### src/rtl/riscv_pkg.sv
// Core-wide constants shared by the front-end blocks.
package riscv_pkg;
  localparam int unsigned XLEN   = 32;
  localparam int unsigned INST_W = 32;
  localparam logic [XLEN-1:0] RESET_PC_DEFAULT = 32'h0000_0000;
endpackage

### src/rtl/ifetch_ctrl_pkg.sv
// Fetch-controller types and helpers.
package ifetch_ctrl_pkg;
  import riscv_pkg::*;

  // RUN forwards responses; FLUSH drops responses issued before a redirect.
  typedef enum logic {
    ST_RUN,
    ST_FLUSH
  } fetch_state_e;

  function automatic logic [XLEN-1:0] align_pc(input logic [XLEN-1:0] pc);
    return pc & ~{{(XLEN-2){1'b0}}, 2'b11};
  endfunction
endpackage

### src/rtl/ifetch_ctrl_if.sv
// Fetch-side bundle: redirect input, icache request/response, decode output.
interface ifetch_ctrl_if;
  import riscv_pkg::*;

  logic              redirect_valid;
  logic [XLEN-1:0]   redirect_pc;
  logic              req_valid;
  logic              req_ready;
  logic [XLEN-1:0]   req_addr;
  logic              resp_valid;
  logic              resp_ready;
  logic [INST_W-1:0] resp_data;
  logic              inst_valid;
  logic              inst_ready;
  logic [INST_W-1:0] inst_data;
  logic [XLEN-1:0]   inst_pc;

  modport master (
    input  redirect_valid, redirect_pc, req_ready, resp_valid, resp_data, inst_ready,
    output req_valid, req_addr, resp_ready, inst_valid, inst_data, inst_pc
  );

  modport slave (
    output redirect_valid, redirect_pc, req_ready, resp_valid, resp_data, inst_ready,
    input  req_valid, req_addr, resp_ready, inst_valid, inst_data, inst_pc
  );
endinterface

### src/rtl/ifetch_pc_fifo.sv
// Small synchronous FIFO holding the PCs of requests still awaiting a response.
module ifetch_pc_fifo #(
  parameter int unsigned WIDTH = 32,
  parameter int unsigned DEPTH = 2
) (
  input  logic             clk,
  input  logic             rstn,
  input  logic             push_i,
  input  logic [WIDTH-1:0] push_data_i,
  input  logic             pop_i,
  output logic [WIDTH-1:0] head_o,
  output logic             empty_o,
  output logic             full_o
);
  localparam int unsigned PTR_W = (DEPTH > 1) ? $clog2(DEPTH) : 1;
  localparam int unsigned CNT_W = $clog2(DEPTH + 1);

  logic [WIDTH-1:0] mem_q [DEPTH];
  logic [PTR_W-1:0] wr_ptr_q, wr_ptr_d;
  logic [PTR_W-1:0] rd_ptr_q, rd_ptr_d;
  logic [CNT_W-1:0] count_q, count_d;
  logic             do_push, do_pop;

  function automatic logic [PTR_W-1:0] ptr_inc(input logic [PTR_W-1:0] p);
    return (p == PTR_W'(DEPTH - 1)) ? '0 : p + 1'b1;
  endfunction

  always_comb begin
    empty_o  = (count_q == '0);
    full_o   = (count_q == CNT_W'(DEPTH));
    head_o   = mem_q[rd_ptr_q];
    do_push  = push_i & ~full_o;
    do_pop   = pop_i & ~empty_o;
    wr_ptr_d = do_push ? ptr_inc(wr_ptr_q) : wr_ptr_q;
    rd_ptr_d = do_pop ? ptr_inc(rd_ptr_q) : rd_ptr_q;
    count_d  = count_q + CNT_W'(do_push) - CNT_W'(do_pop);
  end

  always_ff @(posedge clk or negedge rstn) begin
    if (!rstn) begin
      wr_ptr_q <= '0;
      rd_ptr_q <= '0;
      count_q  <= '0;
    end else begin
      wr_ptr_q <= wr_ptr_d;
      rd_ptr_q <= rd_ptr_d;
      count_q  <= count_d;
    end
  end

  always_ff @(posedge clk) begin
    if (do_push) begin
      mem_q[wr_ptr_q] <= push_data_i;
    end
  end
endmodule

### src/rtl/ifetch_ctrl.sv
// Fetch-stage sequencer: issues the PC stream to the icache, squashes stale
// responses after a redirect and hands {inst, pc} to decode via a skid register.
module ifetch_ctrl
  import riscv_pkg::*;
  import ifetch_ctrl_pkg::*;
#(
  parameter logic [XLEN-1:0] RESET_PC        = RESET_PC_DEFAULT,
  parameter int unsigned     MAX_OUTSTANDING = 2
) (
  input logic           clk,
  input logic           rstn,
  ifetch_ctrl_if.master bus
);
  localparam int unsigned     CNT_W   = $clog2(MAX_OUTSTANDING + 1);
  localparam logic [CNT_W-1:0] MAX_CNT = CNT_W'(MAX_OUTSTANDING);

  fetch_state_e      state_q, state_d;
  logic [XLEN-1:0]   pc_q, pc_d;
  logic [CNT_W-1:0]  outst_q, outst_d;
  logic [CNT_W-1:0]  kill_q, kill_d;
  logic              inst_valid_q, inst_valid_d;
  logic [INST_W-1:0] inst_data_q, inst_data_d;
  logic [XLEN-1:0]   inst_pc_q, inst_pc_d;

  logic              req_fire, resp_fire, out_fire;
  logic [XLEN-1:0]   fifo_head;
  logic              fifo_empty, fifo_full;

  always_comb begin
    req_fire  = bus.req_valid & bus.req_ready;
    resp_fire = bus.resp_valid & bus.resp_ready;
    out_fire  = bus.inst_valid & bus.inst_ready;
  end

  ifetch_pc_fifo #(
    .WIDTH (XLEN),
    .DEPTH (MAX_OUTSTANDING)
  ) u_pc_fifo (
    .clk         (clk),
    .rstn        (rstn),
    .push_i      (req_fire),
    .push_data_i (pc_q),
    .pop_i       (resp_fire),
    .head_o      (fifo_head),
    .empty_o     (fifo_empty),
    .full_o      (fifo_full)
  );

  // State register
  always_ff @(posedge clk or negedge rstn) begin
    if (!rstn) begin
      state_q <= ST_RUN;
    end else begin
      state_q <= state_d;
    end
  end

  // Next-state: a redirect re-decides the state from the freshly computed kill count
  always_comb begin
    state_d = state_q;
    if (bus.redirect_valid) begin
      state_d = (kill_d != '0) ? ST_FLUSH : ST_RUN;
    end else begin
      case (state_q)
        ST_RUN:   state_d = ST_RUN;
        ST_FLUSH: if (resp_fire && kill_q == CNT_W'(1)) state_d = ST_RUN;
        default:  state_d = ST_RUN;
      endcase
    end
  end

  // Outputs
  always_comb begin
    bus.req_valid  = !bus.redirect_valid && (outst_q < MAX_CNT);
    bus.req_addr   = pc_q;
    bus.resp_ready = (state_q == ST_FLUSH) ? 1'b1 : (!inst_valid_q | bus.inst_ready);
    bus.inst_valid = inst_valid_q;
    bus.inst_data  = inst_data_q;
    bus.inst_pc    = inst_pc_q;
  end

  // Datapath next values; the redirect branch takes priority over every other update
  always_comb begin
    pc_d         = pc_q;
    outst_d      = outst_q + CNT_W'(req_fire) - CNT_W'(resp_fire);
    kill_d       = kill_q;
    inst_valid_d = inst_valid_q;
    inst_data_d  = inst_data_q;
    inst_pc_d    = inst_pc_q;

    if (bus.redirect_valid) begin
      pc_d         = align_pc(bus.redirect_pc);
      kill_d       = outst_q - CNT_W'(resp_fire);
      inst_valid_d = 1'b0;
    end else begin
      if (req_fire) begin
        pc_d = pc_q + XLEN'(4);
      end
      if (state_q == ST_FLUSH && resp_fire) begin
        kill_d = kill_q - CNT_W'(1);
      end
      if (state_q == ST_RUN && resp_fire) begin
        inst_valid_d = 1'b1;
        inst_data_d  = bus.resp_data;
        inst_pc_d    = fifo_head;
      end else if (out_fire) begin
        inst_valid_d = 1'b0;
      end
    end
  end

  always_ff @(posedge clk or negedge rstn) begin
    if (!rstn) begin
      pc_q         <= RESET_PC;
      outst_q      <= '0;
      kill_q       <= '0;
      inst_valid_q <= 1'b0;
      inst_data_q  <= '0;
      inst_pc_q    <= '0;
    end else begin
      pc_q         <= pc_d;
      outst_q      <= outst_d;
      kill_q       <= kill_d;
      inst_valid_q <= inst_valid_d;
      inst_data_q  <= inst_data_d;
      inst_pc_q    <= inst_pc_d;
    end
  end

  always_ff @(posedge clk) begin
    if (rstn) begin
      assert (!(resp_fire && fifo_empty));
      assert (!(req_fire && fifo_full));
    end
  end
endmodule

### src/flat_wrapper.sv
// flat-port wrapper written by rule: the top's interface ports become plain ports
module ifetch_ctrl_flat import riscv_pkg::*; import ifetch_ctrl_pkg::*;
#(
  parameter logic [XLEN-1:0] RESET_PC        = RESET_PC_DEFAULT,
  parameter int unsigned     MAX_OUTSTANDING = 2
)
  (clk, rstn, bus_redirect_valid, bus_redirect_pc, bus_req_ready, bus_resp_valid, bus_resp_data, bus_inst_ready, bus_req_valid, bus_req_addr, bus_resp_ready, bus_inst_valid, bus_inst_data, bus_inst_pc);
  ifetch_ctrl_if bus_i ();
  input logic clk;
  input logic rstn;
  input wire logic [$bits(bus_i.redirect_valid)-1:0] bus_redirect_valid;
  input wire logic [$bits(bus_i.redirect_pc)-1:0] bus_redirect_pc;
  input wire logic [$bits(bus_i.req_ready)-1:0] bus_req_ready;
  input wire logic [$bits(bus_i.resp_valid)-1:0] bus_resp_valid;
  input wire logic [$bits(bus_i.resp_data)-1:0] bus_resp_data;
  input wire logic [$bits(bus_i.inst_ready)-1:0] bus_inst_ready;
  output wire logic [$bits(bus_i.req_valid)-1:0] bus_req_valid;
  output wire logic [$bits(bus_i.req_addr)-1:0] bus_req_addr;
  output wire logic [$bits(bus_i.resp_ready)-1:0] bus_resp_ready;
  output wire logic [$bits(bus_i.inst_valid)-1:0] bus_inst_valid;
  output wire logic [$bits(bus_i.inst_data)-1:0] bus_inst_data;
  output wire logic [$bits(bus_i.inst_pc)-1:0] bus_inst_pc;
  assign bus_i.redirect_valid = bus_redirect_valid;
  assign bus_i.redirect_pc = bus_redirect_pc;
  assign bus_i.req_ready = bus_req_ready;
  assign bus_i.resp_valid = bus_resp_valid;
  assign bus_i.resp_data = bus_resp_data;
  assign bus_i.inst_ready = bus_inst_ready;
  assign bus_req_valid = bus_i.req_valid;
  assign bus_req_addr = bus_i.req_addr;
  assign bus_resp_ready = bus_i.resp_ready;
  assign bus_inst_valid = bus_i.inst_valid;
  assign bus_inst_data = bus_i.inst_data;
  assign bus_inst_pc = bus_i.inst_pc;
  ifetch_ctrl #(.RESET_PC(RESET_PC), .MAX_OUTSTANDING(MAX_OUTSTANDING)) u_core (.clk(clk), .rstn(rstn), .bus(bus_i));
endmodule
### config.mk
export PLATFORM = sky130hd
export DESIGN_NAME = ifetch_ctrl_flat
export DESIGN_NICKNAME = d
export VERILOG_FILES = /design/src/rtl/riscv_pkg.sv /design/src/rtl/ifetch_ctrl_pkg.sv /design/src/rtl/ifetch_ctrl_if.sv /design/src/rtl/ifetch_pc_fifo.sv /design/src/rtl/ifetch_ctrl.sv /design/src/flat_wrapper.sv
export SDC_FILE = /design/constraint.sdc
export NUM_CORES = 1
export LEC_CHECK = 0
export CORE_AREA = 2 2 134 136
export CTS_BUF_LIST = sky130_fd_sc_hd__clkbuf_8
export DETAILED_ROUTE_END_ITERATION = 16
export DIE_AREA = 0 0 136 138
export PLACE_DENSITY = 0.66
export RECOVER_POWER = 50
export SYNTH_ARGS = -nofsm -noshare
export SYNTH_HDL_FRONTEND = slang
export SYNTH_SLANG_ARGS = --single-unit
### constraint.sdc
create_clock -name clk -period 3.1 [get_ports clk]
set_input_delay 0.465 -clock clk [delete_from_list [all_inputs] [get_ports clk]]
set_output_delay 0.465 -clock clk [all_outputs]
set_load 0.1 [all_outputs]
==> summary.txt <==
Cells and area
  • P&R area growth vs syn: 27.5%
  • Final Net Count: between 700 and 800
  • Core Util, Final: 49.4%
  • Leading cell type in the layout, fill and taps excluded: dfrtp_1
  • Most frequent cells in the layout: dfrtp_1 (102), mux2_2 (82), buf_4 (66), clkdlybuf4s50_1 (64), edfxtp_1 (60)
  • Antenna diode count: 0
  • Share of cells above drive strength 1: 27.4%
  • Design area: approximately 0.0087 sq mm

Setup path
  • Worst Setup EP: u_core.bus.req_addr[27]$_DFFE_PN0N_
  • Worst-path fanout max: 18
  • Critical R2R Capture: u_core.bus.req_addr[27]$_DFFE_PN0N_
  • CP Launch Type: flop
  • Crit path from: u_core.bus.req_addr[11]$_DFFE_PN0N_
  • Crit path arrival time: 2.70 ns
  • Setup CP Type: reg2reg
  • Crit path required time: 3.46 ns
  • Crit end category: flop
  • R2R setup slack: 0.76 ns
  • Reg2Reg Depth: 4
  • Worst r2r src: u_core.bus.req_addr[11]$_DFFE_PN0N_

Synth
  • Synth unique cells: 48
  • Synth Warn #: 0
  • Async S/R FF share, synth: 63.0%
  • Synthesized area per cell: 14.1 sq um
  • Mapped cell area: 0.00680 sq mm
  • Ys flop type: dfrtp_1
  • Sequential element share of the synthesized area: 64.1%
  • Seq cells post-synth: 162
  • Post-synth EDFFs: 60
  • Cells after synthesis: just under 500

Place
  • HPWL after DPL: 10.6 mm
  • Port Buf Inserts: between 150 and 200
  • Final GP Congestion: 0.786
  • DP Area: 0.00846 sq mm

GRT
  • GR Overflow Total: 0
  • Total track usage: 16.5%
  • GR Util met3: under 10%
  • First-pass GRT wire length: 23.8 mm
  • Vias in the first global route: roughly 4600
  • GR peak layer: met2
  • Largest net degree at the start of global routing: 66
  • Initial antenna violation count: 0
  • Met1 Use GR: between 20% and 30%
  • Met2 Use GR: 27.8%

Status
  • Outcome: complete, no violations

Timing
  • Setup repair after global routing missed its margin: false
  • Setup TNS: 0 ns
  • Worst Skew: 0.0118 ns
  • Achievable Freq: 427 MHz
  • Relative slew slack: 20.5%
  • Final hold vios: 0
  • Max-slew violation count: 0
  • Worst slew pin tran: about 1.2 ns
  • Minimum clock period: 2.34 ns
  • Final setup violating endpoints: 0
  • Fin crit share: around 76%

Floorplanning
  • I/O pin total: 169
  • Starting Density: 38.8%
  • Height of the die: about 140 microns
  • # rows: 49
  • Die W: 136 microns
  • Core area: 0.0175 sq mm
  • Die area: ~0.019 sq mm

CTS
  • CTS sink cnt: 162
  • Worst-path clk slew: about 0.080 ns
  • CTS root buf: clkbuf_8
  • Clock Path Buffers: 2
  • # H-tree levels: 4
  • CTS-repair resized insts: 0
  • TritonCTS buffer count: 17
  • Cts hold-fix bufs: 1
  • Post-CTS Setup Repair Bufs: 0
  • CTS tree: done
  • Worst skew pair latency: 0.45 ns

Route
  • Vias: 4519
  • Router iterations before antenna repair: 4
  • Post-DRT Antenna Nets: 0
  • Wire per inst: roughly 17 microns
  • DR iter-0 viols: ~170
  • DRC violations left: 0
  • Final WL: 15.4 mm
  • Vias/cell: 5.04

Worst hold path
  • Min-Delay Path Class: reg2reg

Run
  • Max cap viols: 0
## state kept, by name (all words and copies together) (netlist names)
| register | count |
|---|---|
| u_core.state_q | 1 |
| u_core.u_pc_fifo.wr_ptr_q | 1 |
| u_core.u_pc_fifo.mem_q | 60 |
| u_core.bus.inst_data | 32 |
| u_core.bus.req_addr | 30 |
| u_core.u_pc_fifo.rd_ptr_q | 1 |
| u_core.bus.inst_pc | 30 |
| u_core.u_pc_fifo.count_q | 2 |
| u_core.outst_q | 2 |
| u_core.kill_q | 2 |
| u_core.bus.inst_valid | 1 |
## per-layer routing
layer	wire length, microns	vias to the layer above	part of all wire, %
met4	256	0	1.7
met3	809	20	5.3
met2	7750	134	50
li1	-	2118	-
met5	0	-	0
met1	6570	2247	43
## cell usage after synthesis, types with 2 or more instances
master	n	area [sq um]
clkbuf_1	9	33.8
and4_1	3	26.3
or4_1	14	105
nand4_1	9	56.3
a31oi_1	14	87.6
o21ai_1	3	15.0
o211ai_1	4	30.0
ha_1	7	87.6
o21ai_0	12	60.1
nand2_1	29	109
mux2_1	10	113
nor4bb_1	2	20.0
mux2_2	82	923
and3_1	5	31.3
xnor2_1	10	87.6
buf_4	4	30.0
xor2_1	7	61.3
dlygate4sd1_1	2	17.5
nand3_1	15	75.1
buf_2	9	45.0
inv_1	11	41.3
nor2b_1	2	12.5
or3_1	2	12.5
and2_1	2	12.5
buf_6	3	33.8
edfxtp_1	60	1800
a21oi_1	2	10.0
dfrtp_1	102	2550
nor2_1	19	71.3
o31ai_1	12	90.1
## cell type report
cell class	count	area, sq um
clock buffers	17	234
clock inverters	15	128
multi-input cells	284	2270
flip-flops and latches	162	4350
inverters	12	45.0
fillers	1588	8870
well taps	229	287
repair buffers	177	1350
## worst min-delay path by stage
stage | from | to | cells past startpoint
floorplan | rstn | u_core.bus.inst_data[0]$_DFFE_PN0P_ | 0
global placement | u_core.bus.inst_data[29]$_DFFE_PN0P_ | u_core.bus.inst_data[29]$_DFFE_PN0P_ | 1
detailed placement | u_core.bus.inst_pc[2]$_DFFE_PN0P_ | u_core.bus.inst_pc[2]$_DFFE_PN0P_ | 1
CTS | u_core.bus.inst_pc[9]$_DFFE_PN0P_ | u_core.bus.inst_pc[9]$_DFFE_PN0P_ | 1
global route | u_core.bus.inst_pc[7]$_DFFE_PN0P_ | u_core.bus.inst_pc[7]$_DFFE_PN0P_ | 1
finish | u_core.bus.inst_pc[4]$_DFFE_PN0P_ | u_core.bus.inst_pc[4]$_DFFE_PN0P_ | 1
## cells by family after synthesis
group | share of synthesized area [%]
AO/OA/AOI/OAI | 4.93
XOR/XNOR | 2.19
adder cells (fa/ha/maj) | 1.29
buffers and inverters | 3.07
flip-flops | 64.1
multiplexers | 15.4
other | 0.0552
AND/OR/NAND/NOR | 9.02
## through the flow
| stage | std cells | hold slack, ns | setup WS (ns) |
|---|---|---|---|
| floorplan | 486 | 0.169 | 0.164 |
| global placement | 863 | 0.472 | 0.547 |
| detailed placement | 863 | 0.477 | 0.461 |
| CTS | 896 | 0.499 | 0.756 |
| global route | 896 | 0.515 | 0.415 |
| finish | 896 | 0.491 | 0.757 |
## critical path, cell delays in order (launching register included)
cell	delay, ns
dfrtp_1	0.49
nand3_1	0.16
or4_1	0.82
or4_1	0.59
a31oi_1	0.19
Power is left out: the tool's default activity adds up to more than one toggle a clock period on the data nets, which glitch-free logic cannot reach.
